$ cat config.mk
export PLATFORM = sky130hd
export DESIGN_NAME = scan_chain_ctrl
export DESIGN_NICKNAME = d
export VERILOG_FILES = /design/src/rtl/scan_chain_ctrl_pkg.sv /design/src/rtl/scan_chain_ctrl_misr.sv /design/src/rtl/scan_chain_ctrl.sv
export SDC_FILE = /design/constraint.sdc
export NUM_CORES = 1
export LEC_CHECK = 0
export ABC_CLOCK_PERIOD_IN_PS = 2400
export BUFFER_PORTS_ARGS = -buffer_cell sky130_fd_sc_hd__buf_2
export CAP_MARGIN = 20
export CORE_MARGIN = 1.5
export CORE_UTILIZATION = 50
export DETAILED_ROUTE_END_ITERATION = 8
export PLACE_DENSITY = 0.72
export SETUP_SLACK_MARGIN = 0.5
export SLEW_MARGIN = 10
export SYNTH_ARGS = -nofsm -noshare
export SYNTH_HDL_FRONTEND = slang
export SYNTH_SLANG_ARGS = --single-unit
$ cat constraint.sdc
create_clock -name CK -period 2.4 [get_ports CK]
set_clock_uncertainty 0.2 [all_clocks]
set_input_delay 0.48 -clock CK [delete_from_list [all_inputs] [get_ports CK]]
set_output_delay 0.48 -clock CK [all_outputs]
set_load 0.01 [all_outputs]
$ cat src/rtl/scan_chain_ctrl_pkg.sv
// Shared types and constants for the scan chain controller and its optional
// signature register.
package scan_chain_ctrl_pkg;

    typedef enum logic [2:0] {
        ST_IDLE    = 3'd0,
        ST_SHIFT   = 3'd1,
        ST_CAPTURE = 3'd2,
        ST_WAIT    = 3'd3,
        ST_UNLOAD  = 3'd4
    } state_e;

    localparam int              MISR_W    = 16;
    localparam logic [MISR_W-1:0] MISR_POLY = 16'h8016;

    // One MISR step: shift left, fold the feedback polynomial on carry-out, absorb data.
    function automatic logic [MISR_W-1:0] misr_step(input logic [MISR_W-1:0] sig,
                                                    input logic [MISR_W-1:0] data);
        return {sig[MISR_W-2:0], 1'b0} ^ (sig[MISR_W-1] ? MISR_POLY : '0) ^ data;
    endfunction

endpackage

$ cat src/rtl/scan_chain_ctrl_misr.sv
// Response signature register: XOR-folds each committed response to 16 bits
// and compacts it into a MISR. Only instantiated when SCAN_CHAIN_CTRL_MISR_EN is defined.
module scan_chain_ctrl_misr
    import scan_chain_ctrl_pkg::*;
#(
    parameter int DATA_W = 8
) (
    input  logic              clk,
    input  logic              rst_n,
    input  logic              clr,
    input  logic              en,
    input  logic [DATA_W-1:0] data,
    output logic [MISR_W-1:0] sig
);

    logic [MISR_W-1:0] fold;

    always_comb begin
        fold = '0;
        for (int i = 0; i < DATA_W; i++) begin
            fold[i % MISR_W] = fold[i % MISR_W] ^ data[i];
        end
    end

    always_ff @(posedge clk or negedge rst_n) begin
        if (!rst_n) begin
            sig <= '0;
        end else if (clr) begin
            sig <= '0;
        end else if (en) begin
            sig <= misr_step(sig, fold);
        end
    end

endmodule

$ cat src/rtl/scan_chain_ctrl.sv
// Scan chain sequencer: shifts patterns in, pulses one capture, unloads responses
// overlapped with the next pattern. Optional MISR via SCAN_CHAIN_CTRL_MISR_EN.
module scan_chain_ctrl
    import scan_chain_ctrl_pkg::*;
#(
    parameter int CHAIN_LEN = 8
) (
    input  logic                 CK,
    input  logic                 RN,
    input  logic [CHAIN_LEN-1:0] PAT,
    input  logic                 PAT_LAST,
    input  logic                 PAT_VALID,
    output logic                 PAT_READY,
    output logic [CHAIN_LEN-1:0] RESP,
    output logic                 RESP_VALID,
    input  logic                 RESP_READY,
    output logic                 SE,
    output logic                 SI,
    input  logic                 SO,
    output logic                 CKE,
    output logic                 BUSY,
`ifdef SCAN_CHAIN_CTRL_MISR_EN
    input  logic                 SIG_CLR,
    output logic [MISR_W-1:0]    SIG,
`endif
    output state_e               dbg_state
);

    localparam int             CW       = $clog2(CHAIN_LEN);
    localparam logic [CW-1:0]  CNT_LAST = CW'(CHAIN_LEN - 1);

    // Handshakes: a transfer happens on the CK edge where VALID && READY; VALID
    // never waits on READY, and RESP/RESP_VALID stay stable until that edge.
    state_e               state, state_n;
    logic [CW-1:0]        cnt, cnt_n;
    logic [CHAIN_LEN-1:0] sin, sin_n, sout, sout_n, so_shift, resp_n;
    logic                 last, last_n, pend, pend_n, hold, hold_n;
    logic                 accept, buf_free, at_end, commit, resp_valid_n;
    logic                 pat_ready_n, se_n, si_n, cke_n, busy_n;

    assign dbg_state = state;

    always_comb begin
        accept   = PAT_VALID && PAT_READY;
        buf_free = !RESP_VALID || RESP_READY;
        at_end   = (cnt == CNT_LAST);
        so_shift = {SO, sout[CHAIN_LEN-1:1]};
        state_n  = state;
        cnt_n    = cnt;
        sin_n    = sin;
        sout_n   = sout;
        last_n   = last;
        pend_n   = pend;
        hold_n   = hold;
        commit   = 1'b0;
        resp_n   = RESP;

        case (state)
            ST_IDLE, ST_WAIT: begin
                if (accept) begin
                    sin_n   = PAT;
                    last_n  = PAT_LAST;
                    cnt_n   = '0;
                    state_n = ST_SHIFT;
                end
            end
            ST_SHIFT, ST_UNLOAD: begin
                if (hold) begin
                    // The chain already took its final shift; only the commit is outstanding.
                    if (buf_free) begin
                        commit  = 1'b1;
                        resp_n  = sout;
                        pend_n  = 1'b0;
                        hold_n  = 1'b0;
                        cnt_n   = '0;
                        state_n = (state == ST_SHIFT) ? ST_CAPTURE : ST_IDLE;
                    end
                end else begin
                    sin_n  = sin >> 1;
                    sout_n = so_shift;
                    if (!at_end) begin
                        cnt_n = cnt + CW'(1);
                    end else if (pend && !buf_free) begin
                        hold_n = 1'b1;
                    end else begin
                        if (pend) begin
                            commit = 1'b1;
                            resp_n = so_shift;
                            pend_n = 1'b0;
                        end
                        cnt_n   = '0;
                        state_n = (state == ST_SHIFT) ? ST_CAPTURE : ST_IDLE;
                    end
                end
            end
            ST_CAPTURE: begin
                pend_n = 1'b1;
                cnt_n  = '0;
                if (accept) begin
                    sin_n   = PAT;
                    last_n  = PAT_LAST;
                    state_n = ST_SHIFT;
                end else if (last) begin
                    state_n = ST_UNLOAD;
                end else begin
                    state_n = ST_WAIT;
                end
            end
            default: state_n = ST_IDLE;
        endcase

        resp_valid_n = commit ? 1'b1 : (RESP_READY ? 1'b0 : RESP_VALID);

        // Outputs are registered, so they are decoded from the state being entered.
        pat_ready_n = 1'b0;
        se_n        = 1'b0;
        si_n        = 1'b0;
        cke_n       = 1'b0;
        busy_n      = (state_n != ST_IDLE);
        case (state_n)
            ST_IDLE:    pat_ready_n = 1'b1;
            ST_SHIFT: begin
                se_n  = 1'b1;
                cke_n = !hold_n;
                si_n  = sin_n[0];
            end
            ST_CAPTURE: begin
                cke_n       = 1'b1;
                pat_ready_n = !last_n;
            end
            ST_WAIT: begin
                se_n        = 1'b1;
                pat_ready_n = 1'b1;
            end
            ST_UNLOAD: begin
                se_n  = 1'b1;
                cke_n = !hold_n;
            end
            default: pat_ready_n = 1'b0;
        endcase
    end

    always_ff @(posedge CK or negedge RN) begin
        if (!RN) begin
            state      <= ST_IDLE;
            cnt        <= '0;
            sin        <= '0;
            sout       <= '0;
            last       <= 1'b0;
            pend       <= 1'b0;
            hold       <= 1'b0;
            PAT_READY  <= 1'b0;
            RESP       <= '0;
            RESP_VALID <= 1'b0;
            SE         <= 1'b0;
            SI         <= 1'b0;
            CKE        <= 1'b0;
            BUSY       <= 1'b0;
        end else begin
            state      <= state_n;
            cnt        <= cnt_n;
            sin        <= sin_n;
            sout       <= sout_n;
            last       <= last_n;
            pend       <= pend_n;
            hold       <= hold_n;
            PAT_READY  <= pat_ready_n;
            RESP       <= resp_n;
            RESP_VALID <= resp_valid_n;
            SE         <= se_n;
            SI         <= si_n;
            CKE        <= cke_n;
            BUSY       <= busy_n;
        end
    end

`ifdef SCAN_CHAIN_CTRL_MISR_EN
    scan_chain_ctrl_misr #(
        .DATA_W (CHAIN_LEN)
    ) u_misr (
        .clk   (CK),
        .rst_n (RN),
        .clr   (SIG_CLR),
        .en    (commit),
        .data  (resp_n),
        .sig   (SIG)
    );
`endif

endmodule

==> results.cfg <==
[status]
outcome = finished, final reports clean

[logic_synthesis]
syn_inst = 161
ys_seq_area_share_pct = 54.43
avgSynthCellArea_sq_um = 11.14
synth-edff-count = 0
syn_nets = 177
ys_seq_elements = 39
syn-cell-area_sq_um = 1793
yosysTopAreaCell = dfrtp_1
yosysWarnings = 0
yosys-top-cells-area = dfrtp_1 54%, mux2_2 5.7%, mux2i_1 5.0%
synth_top_cell_area_share_pct = 54.43
synthArstFlopShare_pct = 100.0
synth.distinct_cells = 43
ys.flop_type = dfrtp_1

[pwr]
p_leak_uw = 0.001087
cellInternalPower_uw = 1694
clkPwrFrac_pct = 12.8
switching_share_pct = 38.70
seqPwrFrac_pct = 40.4
comb_power_share_pct = 46.8
powerDensity_nw_per_um2 = 1209
p_total_uw = 2764
ir_drop_uv = 626.2
p_sw_uw = 1070

[setup_path]
cp_max_fo = 8
cp_top_family = flip-flops
required_ns = 2.43
endpoint_kind = flop
reg2reg_depth = 6
cp_common_cell = buf_4
cp.arrival_ns = 1.92
crit_cells = 6
crit_path_max_incr_delay_ns = 0.49
startpoint = dbg_state[0]$_DFF_PN0_
reg2reg_slack_ns = 0.52
crit_buf_inv = 2
start_kind = flop
r2r-end = SI$_DFF_PN0_
critPathSlowestCell = dfrtp_2
r2r-start = dbg_state[0]$_DFF_PN0_
path_cells = buf_4 > nor2_1 > a22oi_1 > buf_4 > a222oi_1 > nor3b_1
path_class = flop to flop

[place]
portBuffers = 30
detailed_place_hpwl_um = 2564
dp.cells = 233
routabilityCongestion = 0.8377

[die]
start_util_pct = 52.90
core_area_sq_um = 3390
die_h_um = 62.88
rows = 21
ios = 31
dieArea_sq_um = 3954
die_w_um = 62.88

[min_path]
hold_path.class = primary input to flop
holdPathStages = 3
min_to = sin[5]$_DFFE_PN0P_
hp-start = PAT[5]

[clock_network]
cts_sinks = 39
path_clk_slew_ns = 0.13
cts_buffer_depth = 2
cts_tree = built
htreeDepth = 2
root_buffer = clkbuf_4
worstSkewPairLatency_ns = 0.35
cts_buffers = 5

[global_route]
antenna_found_initial = 0
overflow = 0
grt_pass1_wl_um = 6009
grt_pass1_vias = 1331
grt_usage_pct = 19.53
grt_max_degree = 17

[cells_and_area]
fillerInstances = 258
diodes = 0
layout-drive-gt1-share_pct = 42.99
nNetsFinal = 229
syn_to_final_growth_pct = 27.56
final_cells = 260

[routing]
drcViolationCount = 0
wl_per_cell_um = 15.42
drt_pass1_iterations = 5
via_count = 1429
vias_per_cell = 5.496
wl_um = 4010
drtAntennaViolNets = 0
drtIter0Drc = 124

[timing]
finalCriticalPeriod_ns = 1.885
tns_ns = 0
finalSetupViolCount = 0
hold_viol_final = 0
grt_setup_unrepaired = yes
max_freq_ghz = 0.5306
hold_slack_ns = 0.1638
drv_slew = 0
post-route-period-util_pct = 78.52
slew_headroom_pct = 76.43
worst_pin_slew_ns = 0.3536

[run]
cap_viol_max_count = 0
metrics by stage:
step	util, %	instance area, sq um	worst slack (ns)
2_1_floorplan	-	1832	0.4890
3_3_place_gp	59.32	2011	0.3467
3_5_place_dp	59.32	2011	0.2709
4_1_cts	62.94	2133	0.5015
5_1_grt	67.48	2287	0.3849
6_report	67.48	2287	0.5154
synthesized netlist by cell type, drive strengths merged (2+ instances only):
| cell type | count |
|---|---|
| nand2 | 15 |
| dfrtp | 39 |
| nand3 | 3 |
| nor2 | 7 |
| or2 | 2 |
| a222oi | 8 |
| o21ai | 14 |
| buf | 7 |
| clkbuf | 2 |
| mux2i | 9 |
| a22o | 2 |
| a21oi | 7 |
| inv | 10 |
| nor3 | 2 |
| nand2b | 4 |
| nor2b | 2 |
| mux2 | 9 |
| ha | 2 |
how the worst max path moves through the flow:
stage	endpoint	slack, ns
global placement	RESP[6]$_DFFE_PN0P_	0.35
global route	SI$_DFF_PN0_	0.38
floorplan	RESP[5]$_DFFE_PN0P_	0.49
detailed placement	RESP[6]$_DFFE_PN0P_	0.27
CTS	PAT_READY$_DFF_PN0_	0.50
finish	SI$_DFF_PN0_	0.52
final cells by class:
cell class                 count  area [sq um]  area share (%)
timing repair buffer          52         322.8           14.11
clock buffer                   5         37.54           1.641
sequential                    39         979.7           42.83
clock inverter                 3         23.77           1.039
tap                           46         57.56           2.516
inverter                      10         37.54           1.641
multi-input combinational    105         828.3           36.21
flip-flops by register name, indices dropped and copies added (netlist names), 3 cells and up:
| name | cells |
|---|---|
| cnt | 3 |
| sout | 8 |
| dbg_state | 3 |
| RESP | 8 |
| sin | 8 |
tightest hold or removal path, delay by kind of cell:
family	cells	cell delay [ns]
AOI/OAI and AO/OA	1	0.07
buffers and inverters	2	0.12
what timing repair did:
action | 4_1_cts | 5_1_grt
resized for setup | 4 | 15
setup buffers | 6 | 10
cloned | 0 | 2
endpoints found under the hold margin | 9 | 0
pin swaps | 3 | 7
endpoints found under the setup margin | 27 | 27
hold buffers | 1 | 0
kinds of logic (layout without fill, tap and decap cells):
logic type	count (synthesis)	after routing	share of synthesized area [%]
AO/OA/AOI/OAI	42	42	16.89
AND/OR/NAND/NOR	40	42	11.24
flip-flops	39	39	54.43
buffers and inverters	19	70	4.885
multiplexers	18	18	10.68
adder cells (fa/ha/maj)	2	2	1.395
XOR/XNOR	1	1	0.4886
metal layers:
layer  wire (um)  vias to the layer above  global-route usage [%]
li1            -                      689                       -
met1        1744                      696                   24.64
met2        2031                       42                   32.58
met3         214                        2                   5.405
met4          20                        0                   6.111
met5           0                        -                       0
cell usage in the layout (no fill, tap or decap), types with 6 or more instances in the layout:
master / instances
buf_2: 30
buf_4: 18
a222oi_1: 8
inv_1: 10
mux2i_1: 9
dfrtp_1: 36
mux2_2: 9
nand2_1: 15
a21oi_1: 6
o21ai_1: 7
power groups by stage:
stage | Sequential, uW | Combinational, uW | Clock [uW]
2_1_floorplan | 1140 | 747 | 0
3_3_place_gp | 1120 | 996 | 0
3_5_place_dp | 1140 | 1040 | 0
4_1_cts | 1120 | 1120 | 361
5_1_grt | 1150 | 1420 | 393
6_report | 1120 | 1290 | 354
(Power assumes the default switching activity.)
